<file path="src/rtl/fp32_pkg.sv">
// Shared FP32 definitions for the sequential divider: format constants,
// the unpacked-operand record and the operand decode helper.
`timescale 1ns/1ps
package fp32_pkg;

    localparam int unsigned EXP_BIAS  = 127;
    localparam logic [7:0]  EXP_MAX   = 8'hFF;
    localparam logic [31:0] QNAN      = 32'h7FC0_0000;
    localparam int unsigned DIV_ITERS = 26;

    typedef struct packed {
        logic        sign;
        logic [7:0]  exp;
        logic [23:0] mant;     // hidden bit included; zero for zero/denormal
        logic        is_zero;  // true zero or flushed denormal
        logic        is_inf;
        logic        is_nan;
    } fp32_unpacked_t;

    typedef enum logic [1:0] {
        StIdle,
        StUnpack,
        StDiv,
        StPack
    } div_state_e;

    // Result class decided at unpack time; SpNone selects the arithmetic path.
    typedef enum logic [1:0] {
        SpNone,
        SpNan,
        SpInf,
        SpZero
    } special_e;

    function automatic fp32_unpacked_t fp32_unpack(input logic [31:0] x);
        fp32_unpacked_t u;
        u.sign    = x[31];
        u.exp     = x[30:23];
        u.is_zero = (x[30:23] == 8'h00);
        u.is_inf  = (x[30:23] == EXP_MAX) && (x[22:0] == 23'd0);
        u.is_nan  = (x[30:23] == EXP_MAX) && (x[22:0] != 23'd0);
        u.mant    = u.is_zero ? 24'd0 : {1'b1, x[22:0]};
        return u;
    endfunction

endpackage

</file>
<file path="src/rtl/fp32_round_pack.sv">
// Normalises a 26-bit restoring-division quotient, rounds to nearest-even
// and packs an FP32 result, saturating to Inf on overflow and flushing to
// signed zero on underflow.
`timescale 1ns/1ps
module fp32_round_pack
    import fp32_pkg::*;
(
    input  logic        sign_i,
    input  logic [9:0]  exp_i,     // biased exponent, two's complement
    input  logic [25:0] quo_i,     // quo_i[25] is the integer bit
    input  logic        sticky_i,  // nonzero remainder
    output logic [31:0] result_o
);

    logic signed [9:0] exp_n;
    logic signed [9:0] exp_r;
    logic [23:0]       mant_n;
    logic [24:0]       mant_r;
    logic [22:0]       frac_r;
    logic              guard;
    logic              sticky;
    logic              round_up;

    // Normalise into [1,2), round, renormalise on carry-out, then range-check.
    always_comb begin
        if (quo_i[25]) begin
            mant_n = quo_i[25:2];
            guard  = quo_i[1];
            sticky = quo_i[0] | sticky_i;
            exp_n  = $signed(exp_i);
        end else begin
            mant_n = quo_i[24:1];
            guard  = quo_i[0];
            sticky = sticky_i;
            exp_n  = $signed(exp_i) - 10'sd1;
        end

        round_up = guard & (sticky | mant_n[0]);
        mant_r   = {1'b0, mant_n} + {24'd0, round_up};

        if (mant_r[24]) begin
            frac_r = mant_r[23:1];
            exp_r  = exp_n + 10'sd1;
        end else begin
            frac_r = mant_r[22:0];
            exp_r  = exp_n;
        end

        if (exp_r >= 10'sd255) begin
            result_o = {sign_i, EXP_MAX, 23'd0};
        end else if (exp_r <= 10'sd0) begin
            result_o = {sign_i, 31'd0};
        end else begin
            result_o = {sign_i, exp_r[7:0], frac_r};
        end
    end

endmodule

</file>
<file path="src/rtl/new_div.sv">
// Sequential FP32 divider, out = ia / ib. Fixed 28-cycle latency from the
// accepting edge: one unpack cycle, 26 restoring-division iterations and one
// round/pack cycle. Special operands take the same path so latency never varies.
`timescale 1ns/1ps
module new_div
    import fp32_pkg::*;
(
    input  logic        clk,
    input  logic        rst,
    input  logic        start,
    input  logic [31:0] ia,
    input  logic [31:0] ib,
    output logic [31:0] out,
    output logic        busy,
    output logic        done
);

    div_state_e     state_q, state_d;
    logic [31:0]    a_raw_q, a_raw_d;
    logic [31:0]    b_raw_q, b_raw_d;
    logic           sign_q, sign_d;
    logic [9:0]     exp_q, exp_d;
    special_e       special_q, special_d;
    logic [25:0]    rem_q, rem_d;
    logic [25:0]    quo_q, quo_d;
    logic [23:0]    divisor_q, divisor_d;
    logic [4:0]     iter_q, iter_d;
    logic [31:0]    out_q, out_d;
    logic           done_q, done_d;

    fp32_unpacked_t    ua;
    fp32_unpacked_t    ub;
    logic signed [9:0] exp_calc;
    logic              rem_ge;
    logic [25:0]       rem_sub;
    logic [31:0]       rp_result;

    assign ua       = fp32_unpack(a_raw_q);
    assign ub       = fp32_unpack(b_raw_q);
    assign exp_calc = $signed({2'b00, ua.exp}) - $signed({2'b00, ub.exp}) + 10'sd127;

    // One restoring step: subtract when it fits, shift remainder for next bit.
    always_comb begin
        rem_ge  = (rem_q >= {2'b00, divisor_q});
        rem_sub = rem_ge ? (rem_q - {2'b00, divisor_q}) : rem_q;
    end

    fp32_round_pack u_round_pack (
        .sign_i   (sign_q),
        .exp_i    (exp_q),
        .quo_i    (quo_q),
        .sticky_i (|rem_q),
        .result_o (rp_result)
    );

    // Next-state and datapath control for idle/unpack/divide/pack sequencing.
    always_comb begin
        state_d   = state_q;
        a_raw_d   = a_raw_q;
        b_raw_d   = b_raw_q;
        sign_d    = sign_q;
        exp_d     = exp_q;
        special_d = special_q;
        rem_d     = rem_q;
        quo_d     = quo_q;
        divisor_d = divisor_q;
        iter_d    = iter_q;
        out_d     = out_q;
        done_d    = 1'b0;

        unique case (state_q)
            StIdle: begin
                if (start) begin
                    a_raw_d = ia;
                    b_raw_d = ib;
                    state_d = StUnpack;
                end
            end
            StUnpack: begin
                sign_d    = ua.sign ^ ub.sign;
                exp_d     = exp_calc;
                rem_d     = {2'b00, ua.mant};
                divisor_d = ub.mant;
                quo_d     = '0;
                iter_d    = '0;
                if (ua.is_nan || ub.is_nan) begin
                    special_d = SpNan;
                end else if ((ua.is_zero && ub.is_zero) || (ua.is_inf && ub.is_inf)) begin
                    special_d = SpNan;
                end else if (ua.is_inf || ub.is_zero) begin
                    special_d = SpInf;
                end else if (ua.is_zero || ub.is_inf) begin
                    special_d = SpZero;
                end else begin
                    special_d = SpNone;
                end
                state_d = StDiv;
            end
            StDiv: begin
                rem_d  = {rem_sub[24:0], 1'b0};
                quo_d  = {quo_q[24:0], rem_ge};
                iter_d = iter_q + 5'd1;
                if (iter_q == 5'(DIV_ITERS - 1)) begin
                    state_d = StPack;
                end
            end
            StPack: begin
                unique case (special_q)
                    SpNan:   out_d = QNAN;
                    SpInf:   out_d = {sign_q, EXP_MAX, 23'd0};
                    SpZero:  out_d = {sign_q, 31'd0};
                    default: out_d = rp_result;
                endcase
                done_d  = 1'b1;
                state_d = StIdle;
            end
            default: state_d = StIdle;
        endcase
    end

    // State and datapath registers; reset aborts any operation in flight.
    always_ff @(posedge clk or posedge rst) begin
        if (rst) begin
            state_q   <= StIdle;
            a_raw_q   <= '0;
            b_raw_q   <= '0;
            sign_q    <= 1'b0;
            exp_q     <= '0;
            special_q <= SpNone;
            rem_q     <= '0;
            quo_q     <= '0;
            divisor_q <= '0;
            iter_q    <= '0;
            out_q     <= '0;
            done_q    <= 1'b0;
        end else begin
            state_q   <= state_d;
            a_raw_q   <= a_raw_d;
            b_raw_q   <= b_raw_d;
            sign_q    <= sign_d;
            exp_q     <= exp_d;
            special_q <= special_d;
            rem_q     <= rem_d;
            quo_q     <= quo_d;
            divisor_q <= divisor_d;
            iter_q    <= iter_d;
            out_q     <= out_d;
            done_q    <= done_d;
        end
    end

    assign out  = out_q;
    assign done = done_q;
    assign busy = (state_q != StIdle);

endmodule

</file>
<file path="config.mk">
export PLATFORM = sky130hd
export DESIGN_NAME = new_div
export DESIGN_NICKNAME = d
export VERILOG_FILES = /design/src/rtl/fp32_pkg.sv /design/src/rtl/fp32_round_pack.sv /design/src/rtl/new_div.sv
export SDC_FILE = /design/constraint.sdc
export NUM_CORES = 1
export LEC_CHECK = 0
export ABC_AREA = 1
export ABC_CLOCK_PERIOD_IN_PS = 6750
export CORE_ASPECT_RATIO = 0.7
export CORE_UTILIZATION = 40
export DETAILED_ROUTE_END_ITERATION = 10
export PLACE_DENSITY_LB_ADDON = 0.2
export SLEW_MARGIN = 10
export SYNTH_ARGS = -nofsm -noshare
export SYNTH_HDL_FRONTEND = slang
export SYNTH_SLANG_ARGS = --single-unit
</file>
<file path="constraint.sdc">
create_clock -name clk -period 6.75 [get_ports clk]
set_input_delay 1.35 -clock clk [delete_from_list [all_inputs] [get_ports clk]]
set_output_delay 1.35 -clock clk [all_outputs]
set_load 0.02 [all_outputs]
</file>
==> run_results.csv <==
group,metric,value,unit
die,io_pins,101,
critical_path,crit_path_start_kind,"flop",
yosys,syn_area,11900,um^2
timing,final.setup.tns,0,ns
die,placementRows,52,
clock_tree,clock_latency,0.46,ns
yosys,yosys.cell_types.count,51,
power,p_leak,0.00648,uW
power,power.internal,3670,uW
yosys,synth.net_count,1657,
timing,rsz0062_at_grt,"no",
die,coreArea,29100,um^2
power,swShare,0.478,
critical_path,endpoint_kind,"flop",
yosys,syn_avg_cell_area,7.75,um^2
clock_tree,cts_sinks,193,
die,die_w,209,um
yosys,yosysTopAreaCell,"dfrtp_1",
clock_tree,htreeDepth,4,
global_route,grt_max_degree,93,
worst_hold_path,min_path_type,"flop to flop",
power,power_frac_comb,0.564,
placement,port-buffer-count,100,
power,clockPowerShare,0.164,
timing,finalSetupViolCount,0,
global_route,grt_first_pass_wirelength,52.3,mm
routing,drc,0,
global_route,grt_usage,0.214,
yosys,synth_ff_type,"dfrtp_1",
placement,hpwl,23.6,mm
timing,drv_slew,0,
power,p_per_area,508,nW/um^2
cells_and_area,syn2layout_area_growth,15.7,%
yosys,synth_top_cell_area_share,0.404,
cells_and_area,layout-drive-gt1-share,0.0776,
cells_and_area,design_area,13800,um^2
timing,tightest_slew,1.09,ns
timing,worst_slack,3.10,ns
yosys,yosysSeqAreaShare,0.404,
routing,drt-vias-per-instance,5.32,
timing,hold_violations,0,
timing,slew_headroom,0.271,
yosys,synth-edff-count,0,
die,start_util,0.410,
clock_tree,clk_pin_slew,0.07,ns
yosys,ys_ff_latch,193,
run,drv_cap,0,
yosys,ys_async_sr_fraction,1.00,
routing,vias,10645,
cells_and_area,layout.cells.non_filler,2002,
clock_tree,cts_resized,0,
timing,skew,0.0104,ns
global_route,grt-ovfl-total,0,
timing,min_period,3.65,ns
run_status,status,"finished, final reports clean",
yosys,ys_top_cells_by_area,"dfrtp_1, nand2_1, inv_1",
yosys,synthCells,1541,
global_route,antenna_found_initial,1,
cells_and_area,final_nets,1726,
power,p_seq_frac,0.272,
clock_tree,cts_made_buffers,17,
power,ir_worst_vdd,232,uV
critical_path,critical_path_class,"flop to flop",
yosys,yosysWarnings,0,
timing,clock.fmax,274,MHz
clock_tree,cts-hold-fix-buffers,0,
clock_tree,cts_tree,"yes",
placement,place_ws,3.18,ns
critical_path,arrival,4.00,ns
clock_tree,cts_setup_buffers,0,
routing,dr.pass1.iters,5,
placement,routabilityCongestion,0.925,
die,die_area,30600,um^2
power,power_switching,3350,uW
placement,dpl_cell_area,13200,um^2
die,die_h,147,um
critical_path,worstPathRequired,7.10,ns
critical_path,cp_max_fo,60,
clock_tree,clock_path_buffers,2,
cells_and_area,fillers,2844,
cells_and_area,final_util,0.474,
clock_tree,root_buffer,"clkbuf_16",
timing,period_share,0.541,
routing,drt.antenna.violating_nets,0,
global_route,first_global_vias,9960,
placement,dpl.cell_count,1969,
routing,wl_per_cell,15.9,um
routing,drt-initial-drc-count,741,
routing,postRouteWirelength,31.9,mm
-- registers in the layout (all words and copies together), names as in the netlist, 2 cells and up --
register and flops:
special_q 2, divisor_q 24, b_raw_q 32, exp_q 10, rem_q 26, out 32
iter_q 5, state_q 2, quo_q 26, a_raw_q 32
-- synth_stat cells (3+ instances only) --
master	instances
nand3_4	3
clkinv_1	3
nor4_1	24
o211ai_1	5
and2_1	3
xor2_1	36
nand2_2	21
ha_1	47
o21bai_1	10
o21ai_1	14
a31oi_1	19
nor2_1	144
xnor2_1	10
clkbuf_1	39
nor3_1	9
nor2_2	9
nand4_1	41
inv_1	187
a21o_1	4
nor2_4	7
o21ai_0	80
buf_2	3
buf_6	12
nand2_1	321
mux2_2	28
inv_2	6
dfrtp_1	193
o22ai_1	50
a21oi_1	103
nand3_1	79
-- critical path, stage by stage (launching register included) --
cell and delay [ns]:
dfrtp_1 0.32, buf_4 0.48, o21ai_1 0.19, nor2_1 0.22, ha_1 0.20, nand3_1 0.13, nor2_1 0.16, nand2_2 0.11
nor2_4 0.19, nand4_1 0.16, nor2_1 0.13, nand3_1 0.12, nor2_1 0.11, nand2_1 0.07, nand2_2 0.24, nand3_4 0.30
nand2_2 0.24, inv_2 0.04, nand2_1 0.05, nand2_1 0.04
-- through the flow --
| stage | hold slack, ns | total power [uW] |
|---|---|---|
| 2_1_floorplan | 0.453 | 4870 |
| 3_3_place_gp | 0.467 | 5760 |
| 3_5_place_dp | 0.466 | 5830 |
| 4_1_cts | 0.486 | 7010 |
| 5_1_grt | 0.505 | 7660 |
| 6_report | 0.479 | 7020 |
-- power groups by stage --
stage / clock, uW / combinational, uW / sequential (uW)
3_5_place_dp: 0 / 3910 / 1920
6_report: 1150 / 3960 / 1910
4_1_cts: 1170 / 3940 / 1900
2_1_floorplan: 0 / 3010 / 1860
3_3_place_gp: 0 / 3850 / 1920
5_1_grt: 1220 / 4480 / 1960
-- path summary, 6_finish.rpt --
check	start	endpoint	slack, ns	depth (start not counted)
min reg2reg	out[0]	out[0]	0.48	2
min in group asynchronous	rst	state_q[0]	1.35	2
min	out[0]	out[0]	0.48	2
max in group asynchronous	rst	b_raw_q[3]	4.16	3
max	quo_q[25]	out[0]	3.10	19
max reg2reg	quo_q[25]	out[0]	3.10	19
-- cell families (layout without fill, tap and decap cells) --
logic type	Yosys count	in the layout	synth area share
simple gates	672	672	0.254
compound gates	297	297	0.139
buf+inv	256	338	0.0902
flops	193	193	0.404
fa+ha+maj	49	49	0.0526
xor+xnor	46	46	0.0337
mux	28	28	0.0264
other cells	0	1	0
-- placed cells by master (no fill, tap or decap), types with 4 or more instances in the layout --
master / n
a21o_1: 4
dfrtp_1: 193
inv_2: 6
nor2_1: 144
nand4_1: 41
ha_1: 46
o21bai_1: 10
clkbuf_16: 17
bufinv_16: 5
o22ai_1: 50
a31oi_1: 19
buf_4: 8
nor2_2: 9
a21oi_1: 103
xor2_1: 36
o21ai_0: 80
clkdlybuf4s50_1: 100
nor4_1: 24
mux2_2: 28
nor2_4: 7
o211ai_1: 5
nand2_1: 320
inv_1: 186
nand3_1: 79
o21ai_1: 14
nor3_1: 9
xnor2_1: 10
nand2_2: 21
inv_6: 5
-- per-layer routing --
| metal | routed length, um | vias up | GRT usage |
|---|---|---|---|
| li1 | - | 5263 | - |
| met1 | 16700 | 5053 | 0.334 |
| met2 | 13000 | 303 | 0.300 |
| met3 | 1820 | 26 | 0.0355 |
| met4 | 412 | 0 | 0.0607 |
| met5 | 0 | - | 0 |
-- layout make-up --
type,count,area (um^2),share of cell area
Antenna cell,1,2.50,0.000181
Clock buffer,18,429,0.0310
Clock inverter,14,224,0.0162
Inverter,198,758,0.0549
Multi-Input combinational cell,1092,6040,0.437
Sequential cell,193,4830,0.349
Tap cell,378,473,0.0342
Timing Repair Buffer,108,1060,0.0768
Power figures use the tool's default switching activity.
